<file path="src/rtl/startup_seq_pkg.sv">
// rtl/startup_seq_pkg.sv - shared constants and parameter check for the startup sequencer
package startup_seq_pkg;

   localparam int PH_W  = 3;
   localparam int CNT_W = 8;

   localparam logic [PH_W-1:0] PH_IDLE = 3'd0;
   localparam logic [PH_W-1:0] PH_RUN  = 3'd5;

   function automatic bit params_ok(input int done_phase,
                                    input int goe_phase,
                                    input int gwd_phase,
                                    input int gsr_phase,
                                    input int sync_done,
                                    input int phase_cycles);
      bit ok;
      ok = 1'b1;
      if (done_phase < 1 || done_phase > 4)       ok = 1'b0;
      if (goe_phase < 1 || goe_phase > 4)         ok = 1'b0;
      if (gwd_phase < 1 || gwd_phase > 4)         ok = 1'b0;
      if (gsr_phase < 1 || gsr_phase > 4)         ok = 1'b0;
      if (sync_done < 0 || sync_done > 1)         ok = 1'b0;
      if (phase_cycles < 1 || phase_cycles > 255) ok = 1'b0;
      return ok;
   endfunction

endpackage

</file>
<file path="src/rtl/startup_seq_gen_sync2.sv">
// rtl/startup_seq_gen_sync2.sv - two-flop synchronizer, async active-high reset to 0
module sync2 (
   input  logic clk,
   input  logic rst,
   input  logic d,
   output logic q
);

   logic meta;

   always_ff @(posedge clk or posedge rst) begin
      if (rst) begin
         meta <= 1'b0;
         q    <= 1'b0;
      end else begin
         meta <= d;
         q    <= meta;
      end
   end

endmodule

</file>
<file path="src/rtl/startup_seq_gen.sv">
// rtl/startup_seq_gen.sv - wake-up sequencer releasing DONE, GOE, GWDIS and GSR by phase
module startup_seq_gen
   import startup_seq_pkg::*;
#(
   parameter int DONE_PHASE   = 1,
   parameter int GOE_PHASE    = 2,
   parameter int GWD_PHASE    = 3,
   parameter int GSR_PHASE    = 3,
   parameter int SYNC_DONE    = 0,
   parameter int PHASE_CYCLES = 1
) (
   input  logic            UCLK,
   input  logic            RST,
   input  logic            CFG_DONE,
   input  logic            DONE_IN,
   output logic            DONE_OUT,
   output logic            GOE,
   output logic            GWDIS,
   output logic            GSR,
   output logic [PH_W-1:0] PHASE,
   output logic            WAKEUP_DONE
);

   if (!params_ok(DONE_PHASE, GOE_PHASE, GWD_PHASE, GSR_PHASE, SYNC_DONE, PHASE_CYCLES)) begin : g_bad_params
      $error("startup_seq_gen: parameter out of range");
   end

   localparam logic [PH_W-1:0] ST_IDLE = PH_IDLE;
   localparam logic [PH_W-1:0] ST_P1   = 3'd1;
   localparam logic [PH_W-1:0] ST_P2   = 3'd2;
   localparam logic [PH_W-1:0] ST_P3   = 3'd3;
   localparam logic [PH_W-1:0] ST_P4   = 3'd4;
   localparam logic [PH_W-1:0] ST_RUN  = PH_RUN;

   localparam logic [CNT_W-1:0] CNT_LOAD = CNT_W'(PHASE_CYCLES - 1);
   localparam logic [PH_W-1:0]  DONE_PH  = PH_W'(DONE_PHASE);
   localparam logic [PH_W-1:0]  GOE_PH   = PH_W'(GOE_PHASE);
   localparam logic [PH_W-1:0]  GWD_PH   = PH_W'(GWD_PHASE);
   localparam logic [PH_W-1:0]  GSR_PH   = PH_W'(GSR_PHASE);

   logic             cfg_s;
   logic             done_s;
   logic [CNT_W-1:0] cnt;
   logic [CNT_W-1:0] next_cnt;
   logic [PH_W-1:0]  next_phase;
   logic             stall;

   sync2 u_sync_cfg (
      .clk (UCLK),
      .rst (RST),
      .d   (CFG_DONE),
      .q   (cfg_s)
   );

   sync2 u_sync_done (
      .clk (UCLK),
      .rst (RST),
      .d   (DONE_IN),
      .q   (done_s)
   );

   // The stall only blocks the phase exit; an unfinished countdown still runs.
   assign stall = (SYNC_DONE != 0) && (PHASE == DONE_PH) && !done_s;

   always_comb begin
      next_phase = PHASE;
      next_cnt   = cnt;
      case (PHASE)
         ST_IDLE: begin
            if (cfg_s) begin
               next_phase = ST_P1;
               next_cnt   = CNT_LOAD;
            end
         end
         ST_P1, ST_P2, ST_P3, ST_P4: begin
            if (cnt != '0) begin
               next_cnt = cnt - CNT_W'(1);
            end else if (!stall) begin
               next_phase = (PHASE == ST_P4) ? ST_RUN : PHASE + 3'd1;
               next_cnt   = CNT_LOAD;
            end
         end
         ST_RUN: begin
            next_phase = ST_RUN;
         end
         default: begin
            next_phase = ST_IDLE;
            next_cnt   = '0;
         end
      endcase
   end

   // Outputs decode next_phase so they move on the same edge as PHASE.
   always_ff @(posedge UCLK or posedge RST) begin
      if (RST) begin
         PHASE       <= ST_IDLE;
         cnt         <= '0;
         DONE_OUT    <= 1'b0;
         GOE         <= 1'b0;
         GWDIS       <= 1'b1;
         GSR         <= 1'b1;
         WAKEUP_DONE <= 1'b0;
      end else begin
         PHASE       <= next_phase;
         cnt         <= next_cnt;
         DONE_OUT    <= (next_phase >= DONE_PH);
         GOE         <= (next_phase >= GOE_PH);
         GWDIS       <= !(next_phase >= GWD_PH);
         GSR         <= !(next_phase >= GSR_PH);
         WAKEUP_DONE <= (next_phase == ST_RUN);
      end
   end

endmodule

</file>
<file path="config.mk">
export PLATFORM = sky130hd
export DESIGN_NAME = startup_seq_gen
export DESIGN_NICKNAME = d
export VERILOG_FILES = /design/src/rtl/startup_seq_pkg.sv /design/src/rtl/startup_seq_gen_sync2.sv /design/src/rtl/startup_seq_gen.sv
export SDC_FILE = /design/constraint.sdc
export NUM_CORES = 1
export LEC_CHECK = 0
export ABC_AREA = 1
export BUFFER_PORTS_ARGS = -buffer_cell sky130_fd_sc_hd__buf_2
export CAP_MARGIN = 20
export CORE_ASPECT_RATIO = 1.2
export CORE_UTILIZATION = 56
export DETAILED_ROUTE_END_ITERATION = 6
export GPL_TIMING_DRIVEN = 0
export PLACE_DENSITY = 0.77
export SLEW_MARGIN = 0
export SYNTH_ARGS = -nofsm -noshare
export SYNTH_HDL_FRONTEND = slang
export SYNTH_SLANG_ARGS = --single-unit
</file>
<file path="constraint.sdc">
create_clock -name UCLK -period 1.9 [get_ports UCLK]
set_clock_uncertainty 0.05 [all_clocks]
set_input_delay 0.285 -clock UCLK [delete_from_list [all_inputs] [get_ports UCLK]]
set_output_delay 0.285 -clock UCLK [all_outputs]
set_load 0.005 [all_outputs]
</file>
==> impl_metrics.ini <==
[outcome]
status = finished clean

[worst_hold_path]
hold_path.class = in -> async

[clock_tree]
cts_made_buffers = 3
cts_resized = 0
hold_buffers = 0
cts_max_level = 1
cts_tree = built
cts_setup_buffers = 0
clock_tree.root_cell = clkbuf_4
path_clk_slew_ns = 0.10
clk_latency_ns = 0.30
cts_sinks = 17
clockBufferDepth = 2

[drt]
vias_per_cell = 5.13
drc = 0
routed_wl_microns = 1760
vias = 765
drt_iter0_markers = 13
postRouteAntennaNets = 0
post_drt_wl_per_cell_microns = 11.8
drt_first_pass_iters = 4

[floorplanning]
start_util_pct = 61.1
io_pins = 12
num_rows = 16
die_y_microns = 48.6
dieArea_sq_um = 1990
core_sq_um = 1660
die_w_microns = 40.9

[run]
maxCapViolCount = 0

[timing]
rsz0062_at_grt = false
fin_crit_sh_pct = 90.3
drv_slew = 0
fmax_mhz = 583
hold_viol = 0
min_period_ns = 1.72
relSlewSlack_pct = 57.3
tightest_slew_ns = 0.640
finalSetupViolations = 0
fin_setup_tns_ns = 0

[setup_path]
worstSetupStartpointType = flip-flop
crit_arrival_ns = 1.84
r2r_cells = 8
reg2reg_from = PHASE[1]$_DFF_PP0_
critPathCaptureType = flip-flop
critPathMaxFanout = 6
crit_type = reg -> reg
reg2reg_slack_ns = 0.18
r2r-end = cnt[2]$_DFFE_PP0P_
cp.required_ns = 2.03

[global_route]
track_usage_pct = 21.4
grt_pass1_wl_microns = 2950
grt_max_degree = 18
grt.met1_usage_pct = 29.0
grt_pass1_vias = 730
busiest_layer = met2
met3_usage_pct = 4.13
antenna_found_initial = 0
grt_use_met2_pct = 31.8
grt_overflow = 0

[placement]
dp_hpwl_microns = 1350
dp_cells = 145
gp_congestion = 0.758
port_buffers = 10

[cells_and_area]
regArea_sq_um = 427
fin_cells = 149
layout_commonest_cell = inv_1
final_cell_mix = 19 x inv_1, 16 x dfrtp_1, 15 x nand2_1, 12 x nor2_1, 10 x buf_2
area_growth_pct = 9.86
final_layout_size_suffix_gt1_share_pct = 31.3
fillers = 139
nets = 141
num_antenna_cells = 0
multi_input_area_sq_um = 490

[power]
power_mw = 2.05
leakagePower_nw = 0.596
peakVddDrop_mv = 0.888
cellPowerDensity_nw_per_um2 = 1840

[logic_synthesis]
synth_cell_types = 23
ys_seq_elements = 17
syn_area_per_cell_sq_um = 8.67
synth_nets = 126
ys_seq_area_share_pct = 42.0
ys.warnings.count = 0
postSynthCellCount = 117
syn-cell-area_sq_um = 1010
## final cells by class
type                    count  area share [%]
plain buffers               2            1.68
clock inverters             1           0.449
well taps                  18            2.02
inverters                  21            7.07
multi-input cells          77            44.0
flip-flops and latches     17            38.3
clock buffers               3            2.02
repair buffers             10            4.49
## critical path: stages (launching register included)
cell and delay, ns:
dfrtp_1 0.45, inv_1 0.10, ha_1 0.23, nor2_1 0.16, o21ai_2 0.09, inv_1 0.10
nor2_4 0.05, nor2_2 0.28, nor2_1 0.10
## routing by layer
layer | up-vias | part of all wire (%)
met5 | - | 0
met4 | 0 | 1.8
met3 | 3 | 1.9
met2 | 9 | 49
met1 | 356 | 47
li1 | 397 | -
## synthesized netlist by cell type
cell     number  area, sq um
inv_1        19         71.3
dfrtp_1      16          400
nand2_1      15         56.3
nor2_1       12         45.0
a21oi_1       7         35.0
nand2_2       6         37.5
nand3_1       6         30.0
ha_1          5         62.6
o21ai_0       5         25.0
nand3_2       4         40.0
nor2_2        3         18.8
nor2_4        3         33.8
nor3_2        3         30.0
inv_2         2         7.51
nand4_1       2         12.5
xor2_1        2         17.5
buf_4         1         7.51
buf_6         1         11.3
dfstp_2       1         26.3
nand2_4       1         11.3
nor2_8        1         20.0
nor4_1        1         6.26
o21ai_2       1         8.76
## kinds of logic after synthesis
| logic type | after synthesis | share of synthesized area [%] |
|---|---|---|
| xor gates and xnor gates | 2 | 1.73 |
| AOI/OAI and AO/OA | 13 | 6.78 |
| DFF | 17 | 42.0 |
| adders and majority gates | 5 | 6.17 |
| buffers and inverters | 23 | 9.62 |
| and+or+nand+nor | 57 | 33.7 |
## registers in the layout, indices dropped and copies added, names as in the netlist
register,flops
cnt,8
WAKEUP_DONE,1
GSR,1
DONE_OUT,1
u_sync_cfg.meta,1
u_sync_cfg.q,1
GOE,1
PHASE,3
## worst max-delay path by stage
stage / startpoint / to / depth (start not counted) / slack [ns]
after global placement: PHASE[1]$_DFF_PP0_ / cnt[3]$_DFFE_PP0P_ / 8 / 0.25
final: PHASE[1]$_DFF_PP0_ / cnt[2]$_DFFE_PP0P_ / 8 / 0.18
after CTS: PHASE[1]$_DFF_PP0_ / cnt[6]$_DFFE_PP0P_ / 8 / 0.20
after floorplan: PHASE[1]$_DFF_PP0_ / cnt[4]$_DFFE_PP0P_ / 8 / 0.42
after detailed placement: PHASE[1]$_DFF_PP0_ / cnt[6]$_DFFE_PP0P_ / 8 / 0.22
after global routing: PHASE[1]$_DFF_PP0_ / cnt[7]$_DFFE_PP0P_ / 8 / 0.06
## where the power goes
group | switching [mW] | internal (mW)
logic | 0.822 | 0.461
clock network | 0.116 | 0.0785
registers | 0.0813 | 0.491
## metrics by stage
stage               setup slack, ns  instance area (sq um)  util (%)  hold WS (ns)
finish                        0.184                   1110      67.1       0.00601
global placement              0.246                   1090      65.4         0.283
global route                 0.0636                   1110      67.1        0.0188
detailed placement            0.215                   1090      65.4         0.301
CTS                           0.196                   1110      67.1        0.0158
floorplan                     0.416                   1010         -         0.160
Note: power is estimated with default switching activity, not from simulation.
